## config.mk

```make
export PLATFORM = sky130hd
export DESIGN_NAME = trig_window_gen
export DESIGN_NICKNAME = d
export VERILOG_FILES = /design/src/rtl/trig_window_gen.sv
export SDC_FILE = /design/constraint.sdc
export NUM_CORES = 1
export LEC_CHECK = 0
export ABC_AREA = 1
export BUFFER_PORTS_ARGS = -buffer_cell sky130_fd_sc_hd__buf_2
export CAP_MARGIN = 20
export CORE_MARGIN = 1
export CORE_UTILIZATION = 55
export CTS_BUF_LIST = sky130_fd_sc_hd__clkbuf_4
export CTS_CLUSTER_DIAMETER = 200
export DETAILED_ROUTE_END_ITERATION = 10
export GPL_ROUTABILITY_DRIVEN = 0
export GPL_TIMING_DRIVEN = 0
export PLACE_DENSITY = 0.9
export SETUP_SLACK_MARGIN = 0.05
export SLEW_MARGIN = 10
export SYNTH_ARGS = -nofsm -noshare
export SYNTH_HDL_FRONTEND = slang
export SYNTH_SLANG_ARGS = --single-unit
```

## constraint.sdc

```tcl
create_clock -name clk -period 2.12 [get_ports clk]
set_input_delay 0.318 -clock clk [delete_from_list [all_inputs] [get_ports clk]]
set_output_delay 0.318 -clock clk [all_outputs]
set_load 0.05 [all_outputs]
```

## src/rtl/trig_window_gen.sv

```systemverilog
`default_nettype none
// ============================================================================
// Module   : trig_window_gen
// Purpose  : Turns trigger edges into fixed-length DAT_FIFO write windows,
//            each followed by a holdoff. Triggers are refused when the FIFO
//            cannot hold a whole window. Accepted and dropped triggers are
//            counted.
// Options  : TWG_TIMESTAMP_EN - when defined, builds a 32-bit free-running
//            timestamp and latches it on every accepted trigger. Otherwise
//            o_ts_latch is tied to zero.
// Revision : 1.0 - initial release
// ============================================================================
module trig_window_gen #(
  parameter int WIN_LEN    = 256,
  parameter int HOLDOFF    = 16,
  parameter int FIFO_DEPTH = 1024,
  parameter int EVT_W      = 16,
  localparam int FIFO_AW   = $clog2(FIFO_DEPTH)
) (
  input  logic               clk,
  input  logic               rst_n,
  input  logic               i_run_en,
  input  logic               i_trig_in,
  input  logic [FIFO_AW-1:0] i_fifo_wrusedw,
  input  logic               i_fifo_full,
  output logic               o_fifo_wrreq,
  output logic               o_busy,
  output logic               o_win_last,
  output logic               o_truncated,
  output logic [EVT_W-1:0]   o_evt_cnt,
  output logic [EVT_W-1:0]   o_drop_cnt,
  output logic [31:0]        o_ts_latch
);

  // Window and holdoff counter widths; a single-cycle window/holdoff still
  // needs a one-bit counter so the code stays uniform.
  localparam int CW = (WIN_LEN > 1) ? $clog2(WIN_LEN) : 1;
  localparam int HW = (HOLDOFF > 1) ? $clog2(HOLDOFF) : 1;

  localparam logic [CW-1:0]      c_WIN_INIT  = CW'(WIN_LEN - 1);
  localparam logic [CW-1:0]      c_CNT_ONE   = CW'(1);
  localparam logic [HW-1:0]      c_HOLD_INIT = HW'((HOLDOFF > 0) ? HOLDOFF - 1 : 0);
  localparam logic [HW-1:0]      c_HOLD_ONE  = HW'(1);
  localparam logic [EVT_W-1:0]   c_EVT_ONE   = EVT_W'(1);
  localparam logic [FIFO_AW:0]   c_DEPTH     = (FIFO_AW+1)'(FIFO_DEPTH);
  localparam logic [FIFO_AW:0]   c_WIN_WORDS = (FIFO_AW+1)'(WIN_LEN);
  localparam logic               c_LAST_ON_ACCEPT = (WIN_LEN == 1);
  localparam logic               c_NO_HOLD        = (HOLDOFF == 0);

  typedef enum logic [1:0] {
    S_IDLE    = 2'd0,
    S_CAPTURE = 2'd1,
    S_HOLD    = 2'd2
  } state_t;

  state_t            r_state;
  logic              r_trig_d;
  logic [CW-1:0]     r_cnt;
  logic [HW-1:0]     r_hcnt;
  logic              r_wrreq;
  logic              r_win_last;
  logic              r_busy;
  logic              r_truncated;
  logic [EVT_W-1:0]  r_evt_cnt;
  logic [EVT_W-1:0]  r_drop_cnt;

  logic              w_edge;
  logic [FIFO_AW:0]  w_free;
  logic              w_room;
  logic              w_accept;
  logic              w_drop;

  // Free space is computed one bit wider than the fill level so a full
  // depth of FIFO_DEPTH words never wraps.
  assign w_edge   = i_trig_in & ~r_trig_d;
  assign w_free   = c_DEPTH - {1'b0, i_fifo_wrusedw};
  assign w_room   = (w_free >= c_WIN_WORDS);
  assign w_accept = (r_state == S_IDLE) & w_edge & i_run_en & w_room & ~i_fifo_full;
  // Edges while not idle are always dropped; idle edges only count as drops
  // when readout is enabled but the FIFO cannot take a full window.
  assign w_drop   = w_edge & ((r_state != S_IDLE) |
                              (i_run_en & ~(w_room & ~i_fifo_full)));

  // Window FSM: acceptance, capture countdown, holdoff and event counters.
  always_ff @(posedge clk) begin
    if (!rst_n) begin
      r_state     <= S_IDLE;
      r_trig_d    <= 1'b0;
      r_cnt       <= '0;
      r_hcnt      <= '0;
      r_wrreq     <= 1'b0;
      r_win_last  <= 1'b0;
      r_busy      <= 1'b0;
      r_truncated <= 1'b0;
      r_evt_cnt   <= '0;
      r_drop_cnt  <= '0;
    end else begin
      r_trig_d <= i_trig_in;

      if (w_drop && (r_drop_cnt != '1)) begin
        r_drop_cnt <= r_drop_cnt + c_EVT_ONE;
      end

      case (r_state)
        S_IDLE: begin
          if (w_accept) begin
            r_state    <= S_CAPTURE;
            r_cnt      <= c_WIN_INIT;
            r_wrreq    <= 1'b1;
            r_win_last <= c_LAST_ON_ACCEPT;
            r_busy     <= 1'b1;
            r_evt_cnt  <= r_evt_cnt + c_EVT_ONE;
          end
        end

        S_CAPTURE: begin
          if (i_fifo_full || (r_cnt == '0)) begin
            // Window ends either normally or cut short by a full FIFO.
            r_wrreq    <= 1'b0;
            r_win_last <= 1'b0;
            if (i_fifo_full) begin
              r_truncated <= 1'b1;
            end
            if (c_NO_HOLD) begin
              r_state <= S_IDLE;
              r_busy  <= 1'b0;
            end else begin
              r_state <= S_HOLD;
              r_hcnt  <= c_HOLD_INIT;
            end
          end else begin
            r_cnt      <= r_cnt - c_CNT_ONE;
            r_win_last <= (r_cnt == c_CNT_ONE);
          end
        end

        S_HOLD: begin
          if (r_hcnt == '0) begin
            r_state <= S_IDLE;
            r_busy  <= 1'b0;
          end else begin
            r_hcnt <= r_hcnt - c_HOLD_ONE;
          end
        end

        default: begin
          r_state    <= S_IDLE;
          r_wrreq    <= 1'b0;
          r_win_last <= 1'b0;
          r_busy     <= 1'b0;
        end
      endcase
    end
  end

  // A full FIFO gates the registered strobe in the same cycle, so a cut
  // window never issues a write or a last marker into a full FIFO.
  assign o_fifo_wrreq = r_wrreq & ~i_fifo_full;
  assign o_win_last   = r_win_last & ~i_fifo_full;
  assign o_busy       = r_busy;
  assign o_truncated  = r_truncated;
  assign o_evt_cnt    = r_evt_cnt;
  assign o_drop_cnt   = r_drop_cnt;

`ifdef TWG_TIMESTAMP_EN
  logic [31:0] r_ts;
  logic [31:0] r_ts_latch;

  // Free-running timestamp, captured on each accepted trigger.
  always_ff @(posedge clk) begin
    if (!rst_n) begin
      r_ts       <= '0;
      r_ts_latch <= '0;
    end else begin
      r_ts <= r_ts + 32'd1;
      if (w_accept) begin
        r_ts_latch <= r_ts;
      end
    end
  end

  assign o_ts_latch = r_ts_latch;
`else
  assign o_ts_latch = 32'd0;
`endif

endmodule
`default_nettype wire

```

==> flow_summary.yaml, run 1 <==
status:
  status: "finished, final reports clean"
place:
  hpwlAfterDp_um: 5250
  portBuffers: 50
  placed_cell_area_mm2: 0.00361
  place_inst: 620
floorplanning:
  die_w_um: 77.7
  start_util: 0.572
  core-area_mm2: 0.00551
  die_h_um: 77.7
  rows: 27
  dieArea_mm2: 0.00603
  pin_count: 83
critical_path:
  worstPathArrival_ns: 2.18
  crit_path_start_kind: "flop"
  cp_max_fo: 10
  cp-end-kind: "flop"
  path_class: "flop to flop"
  cp.required_ns: 2.44
timing:
  rsz0062_at_grt: "no"
  relSlewSlack: 0.574
  finalSetupViolCount: 0
  worst_pin_slew_ns: 0.639
  clock_skew_ns: 0.0140
  final_max_slew_viol_count: 0
  period_needed_ns: 1.86
  hold_viol_final: 0
  period_share: 0.879
  finalSetupTns_ns: 0
  fmax_ghz: 0.537
  hold_ws_ns: 0.133
synthesis:
  synth-edff-count: 0
  synth-seq-area-share: 0.324
  ys_warn_count: 0
  synth_flop_cell: "dfxtp_1"
  synth_cells: 467
  ys_ff_latch: 51
  async_flop_share: 0
  syn_area_mm2: 0.00315
  ys_types: 35
  avgSynthCellArea_um2: 6.74
clock_tree:
  clkTransAtPathRegs_ns: 0.15
  cts_resized: 0
  cts_tree: "yes"
  cts_setup_buffers: 0
  clock_latency_ns: 0.38
  htree_levels: 2
  numCtsBuffers: 5
  cts_root_buf: "clkbuf_4"
  clkSinkCount: 51
  hold_buffers: 0
  ctsLongestPathBuffers: 2
finish:
  instances_no_fill: 628
  layout-drive-gt1-share: 0.227
  final_common_cell: "nand2_1"
  fin_util: 0.669
  n_fill_cell: 495
  final_area_mm2: 0.00368
  final_cell_mix: "nand2_1, buf_2, dfxtp_1, inv_1, nor2_1"
  antenna_cells: 0
  synthToLayoutAreaGrowth_pct: 16.9
  fin_nets: 575
drt:
  vias: 3124
  routed_via_density: 4.97
  drtAntennaViolNets: 0
  dr.pass1.iters: 5
  drt_iter0_markers: 145
  drc: 0
  drt_wl_total_um: 7070
  routedWlPerCell_um: 11.3
flow_run:
  maxCapViolCount: 0
min_path:
  hold_path_class: "input port to flop"
grt:
  grt_overflow: 0
  grt_pass1_vias: 2761
  grt_start_max_net_pins: 16
  track_usage: 0.249
  antenna_found_initial: 0
  grt_pass1_wl_um: 12100
power:
  cellPowerDensity_mw_per_mm2: 521
  cellLeakagePower_nw: 1.67
  peakVddDrop_uv: 354
where the power goes:
group / internal, mW / switching, mW / total (mW)
registers: 0.977 / 0.0122 / 0.989
clock network: 0.243 / 0.321 / 0.564
logic: 0.103 / 0.263 / 0.366
synthesized netlist by cell type, types with 3 or more instances:
cell      instances  area, µm²
nand2_1         111        417
dfxtp_1          51       1020
inv_1            49        184
nor2_1           41        154
nand3_1          39        195
buf_4            32        240
a21oi_1          31        155
o21ai_0          16       80.1
nor3_1           13       65.1
a21oi_2          10       87.6
xor2_1           10       87.6
inv_2             9       33.8
nand4_1           8       50.1
clkbuf_1          7       26.3
ha_1              5       62.6
xnor2_1           5       43.8
o21ai_1           4       20.0
nor2_2            3       18.8
or2_2             3       18.8
registers in the layout, summed over array words and instances (netlist names):
| register | cells |
|---|---|
| o_truncated | 1 |
| r_hcnt | 4 |
| o_busy | 1 |
| o_evt_cnt | 16 |
| r_trig_d | 1 |
| r_wrreq | 1 |
| r_win_last | 1 |
| o_drop_cnt | 16 |
| r_cnt | 8 |
| r_state | 2 |
metal layers:
metal	share of wire	GRT usage	wire length (µm)
met5	0	0	0
met4	0.019	0.111	136
met3	0.060	0.0447	421
met2	0.47	0.418	3340
met1	0.45	0.308	3180
stage by stage:
stage | setup slack (ns) | power (mW)
after global routing | 0.117 | 2.00
after floorplan | 0.115 | 1.32
final | 0.257 | 1.92
after CTS | 0.259 | 1.93
after global placement | 0.275 | 1.36
after detailed placement | 0.225 | 1.37
cell type report:
cell class | instances | area, µm² | area share
Inverter | 59 | 221 | 0.0601
Sequential cell | 51 | 1020 | 0.277
Clock buffer | 5 | 37.5 | 0.0102
Multi-Input combinational cell | 347 | 1740 | 0.473
Timing Repair Buffer | 50 | 250 | 0.0680
Clock inverter | 3 | 38.8 | 0.0105
Buffer | 41 | 283 | 0.0768
Tap cell | 72 | 90.1 | 0.0245
cell families (layout without fill, tap and decap cells):
group | count (synthesis) | after routing | synth area share
simple gates | 231 | 231 | 0.335
xor+xnor | 15 | 15 | 0.0417
buf+inv | 100 | 158 | 0.160
other cells | 1 | 32 | 0.00119
fa+ha+maj | 5 | 5 | 0.0199
compound gates | 64 | 64 | 0.118
flops | 51 | 51 | 0.324
final timing paths:
kind | slack (ns) | endpoint | from | cells past startpoint
setup reg to reg | 0.26 | o_drop_cnt[2] | o_drop_cnt[0] | 8
hold reg to reg | 0.47 | r_cnt[1] | r_cnt[1] | 2
setup / recovery | 0.26 | o_drop_cnt[2] | o_drop_cnt[0] | 8
hold / removal | 0.13 | r_trig_d | i_trig_in | 3
worst max-delay path, cell delays in order, from the launching register on:
cell     delay, ns
dfxtp_1       0.45
ha_1          0.29
nand3_2       0.16
nor2_4        0.18
nand4_4       0.21
nand2_4       0.17
buf_6         0.15
nand2_1       0.07
a21oi_2       0.13
Note: power is estimated with default switching activity, not from simulation.
==> run 2: changes to the inputs <==
Settings changed: CORE_UTILIZATION 55 to 48, CTS_BUF_LIST sky130_fd_sc_hd__clkbuf_4 to not set, PLACE_DENSITY 0.9 to 0.81.
==> run 2 against run 1 <==
Clock power down 1%. Critical path depth fell by 1. Die area grew 14%. Worst setup slack worse by 0.039 ns. Power fell by 0.52%. Maximum frequency down 2.0%. Register-to-register slack got worse by 0.04 ns. First-iteration DRC count is 2.8% lower. Routed wire length decreased by 0.81%. Combinational power about the same. Flip-flop and latch count unchanged. Critical path type unchanged. Largest cell class unchanged. Largest power group unchanged. Highest routed layer unchanged.
==> flow_summary.yaml, run 2 (synthesized netlist as in run 1, its figures left out) <==
timing:
  relSlewSlack: 0.596
  finalSetupViolCount: 0
  period_share: 0.897
  worst_pin_slew_ns: 0.607
  hold_viol_final: 0
  final_max_slew_viol_count: 0
  finalSetupTns_ns: 0
  clock_skew_ns: 0.0109
  fin_ws_ns: 0.218
  rsz0062_at_grt: "no"
  fmax_ghz: 0.526
  period_needed_ns: 1.90
finish:
  fin_nets: 575
  final_cell_mix: "nand2_1, buf_2, dfxtp_1, inv_1, nor2_1"
  final_common_cell: "nand2_1"
  antenna_cells: 0
  layout-drive-gt1-share: 0.227
  final_area_mm2: 0.00369
  synthToLayoutAreaGrowth_pct: 17.3
critical_path:
  reg2reg_depth: 7
  worstPathArrival_ns: 2.10
  reg2reg_from: "o_drop_cnt[0]"
  cp_max_fo: 10
  cp-end-kind: "flop"
  reg2reg_to: "o_drop_cnt[0]"
  path_class: "flop to flop"
  crit_path_start_kind: "flop"
  cp.required_ns: 2.32
  ff2ff_setup_slack_ns: 0.22
power:
  power_switching_mw: 0.604
  p_int_mw: 1.30
  cellLeakagePower_nw: 1.67
  pwr-share-comb: 0.191
  p_sw_frac: 0.316
  pwr-share-clk: 0.292
  peakVddDrop_uv: 380
  cellPowerDensity_mw_per_mm2: 517
  p_seq_frac: 0.517
drt:
  drtAntennaViolNets: 0
  routedWlPerCell_um: 11.1
  routed_via_density: 4.91
  drt_iter0_markers: 141
  drt_wl_total_um: 7020
  drc: 0
  vias: 3102
  dr.pass1.iters: 4
clock_tree:
  cts_setup_buffers: 0
  numCtsBuffers: 5
  cts_root_buf: "clkbuf_8"
  clock_latency_ns: 0.31
  htree_levels: 2
  clkSinkCount: 51
  hold_buffers: 0
  clkTransAtPathRegs_ns: 0.09
  cts_tree: "yes"
  cts_resized: 0
  ctsLongestPathBuffers: 2
grt:
  track_usage: 0.202
  grt_pass1_vias: 2766
  grt_start_max_net_pins: 16
  antenna_found_initial: 0
  grt_pass1_wl_um: 11700
  grt_overflow: 0
place:
  portBuffers: 50
  hpwlAfterDp_um: 5350
  place_ws_ns: 0.283
  placed_cell_area_mm2: 0.00361
floorplanning:
  die_w_um: 83
  rows: 29
  core-area_mm2: 0.00635
  dieArea_mm2: 0.00689
  pin_count: 83
  start_util: 0.496
  die_h_um: 83
min_path:
  whs_path_depth: 3
  hold_path_startpoint: "i_trig_in"
  min_to: "r_trig_d"
  hold_path_class: "input port to flop"
flow_run:
  maxCapViolCount: 0
status:
  status: "finished, final reports clean"
==> run 2: cell count changes in the layout (fill, tap and decap cells not counted), sizes merged <==
cell / previous run / this run
bufinv: 1 / 0
==> run 2: layer usage <==
layer  vias to the layer above  global-route usage  share of wire
met5                         -                   0              0
met3                        14              0.0348          0.055
met2                        99               0.355           0.48
met1                      1392               0.247           0.45
li1                       1597                   -              -
met4                         0              0.0690          0.020
==> run 2: layout make-up <==
| class | instances | area [µm²] |
|---|---|---|
| plain buffers | 41 | 283 |
| clock buffers | 5 | 68.8 |
| clock inverters | 2 | 13.8 |
| fillers | 607 | 2660 |
| inverters | 59 | 221 |
| multi-input cells | 347 | 1740 |
| flip-flops and latches | 51 | 1020 |
| well taps | 77 | 96.3 |
| repair buffers | 50 | 250 |
==> run 2: worst max-delay path, cell delays in order, from the launching register on <==
cell and delay, ns:
dfxtp_1 0.42, ha_1 0.29, nand3_2 0.17, nor2_4 0.20, nand4_4 0.23, buf_2 0.27, a21oi_1 0.17, nor2_1 0.06
==> run 2: how the worst max path moves through the flow <==
stage	from	endpoint	slack (ns)	cells past startpoint
finish	o_drop_cnt[0]	o_drop_cnt[0]	0.22	7
global route	o_drop_cnt[0]	o_drop_cnt[4]	0.13	8
CTS	o_drop_cnt[0]	o_drop_cnt[2]	0.25	8
detailed placement	o_drop_cnt[0]	o_drop_cnt[2]	0.28	8
global placement	o_drop_cnt[0]	o_drop_cnt[3]	0.33	7
floorplan	o_drop_cnt[0]	o_drop_cnt[0]	0.12	7
==> run 2: stage by stage <==
stage                util  cells  power [mW]  hold WS [ns]
finish              0.582    632        1.91         0.219
global route        0.582    632        1.98         0.226
CTS                 0.582    632        1.92         0.215
detailed placement  0.569    625        1.37         0.447
global placement    0.569    625        1.36         0.447
floorplan               -    498        1.32         0.411
==> run 2: power groups by stage <==
stage / Clock [mW] / Combinational (mW) / Sequential [mW]
3_3_place_gp: 0 / 0.355 / 1.01
6_report: 0.558 / 0.364 / 0.987
3_5_place_dp: 0 / 0.362 / 1.01
4_1_cts: 0.569 / 0.362 / 0.987
5_1_grt: 0.600 / 0.391 / 0.990
2_1_floorplan: 0 / 0.294 / 1.02
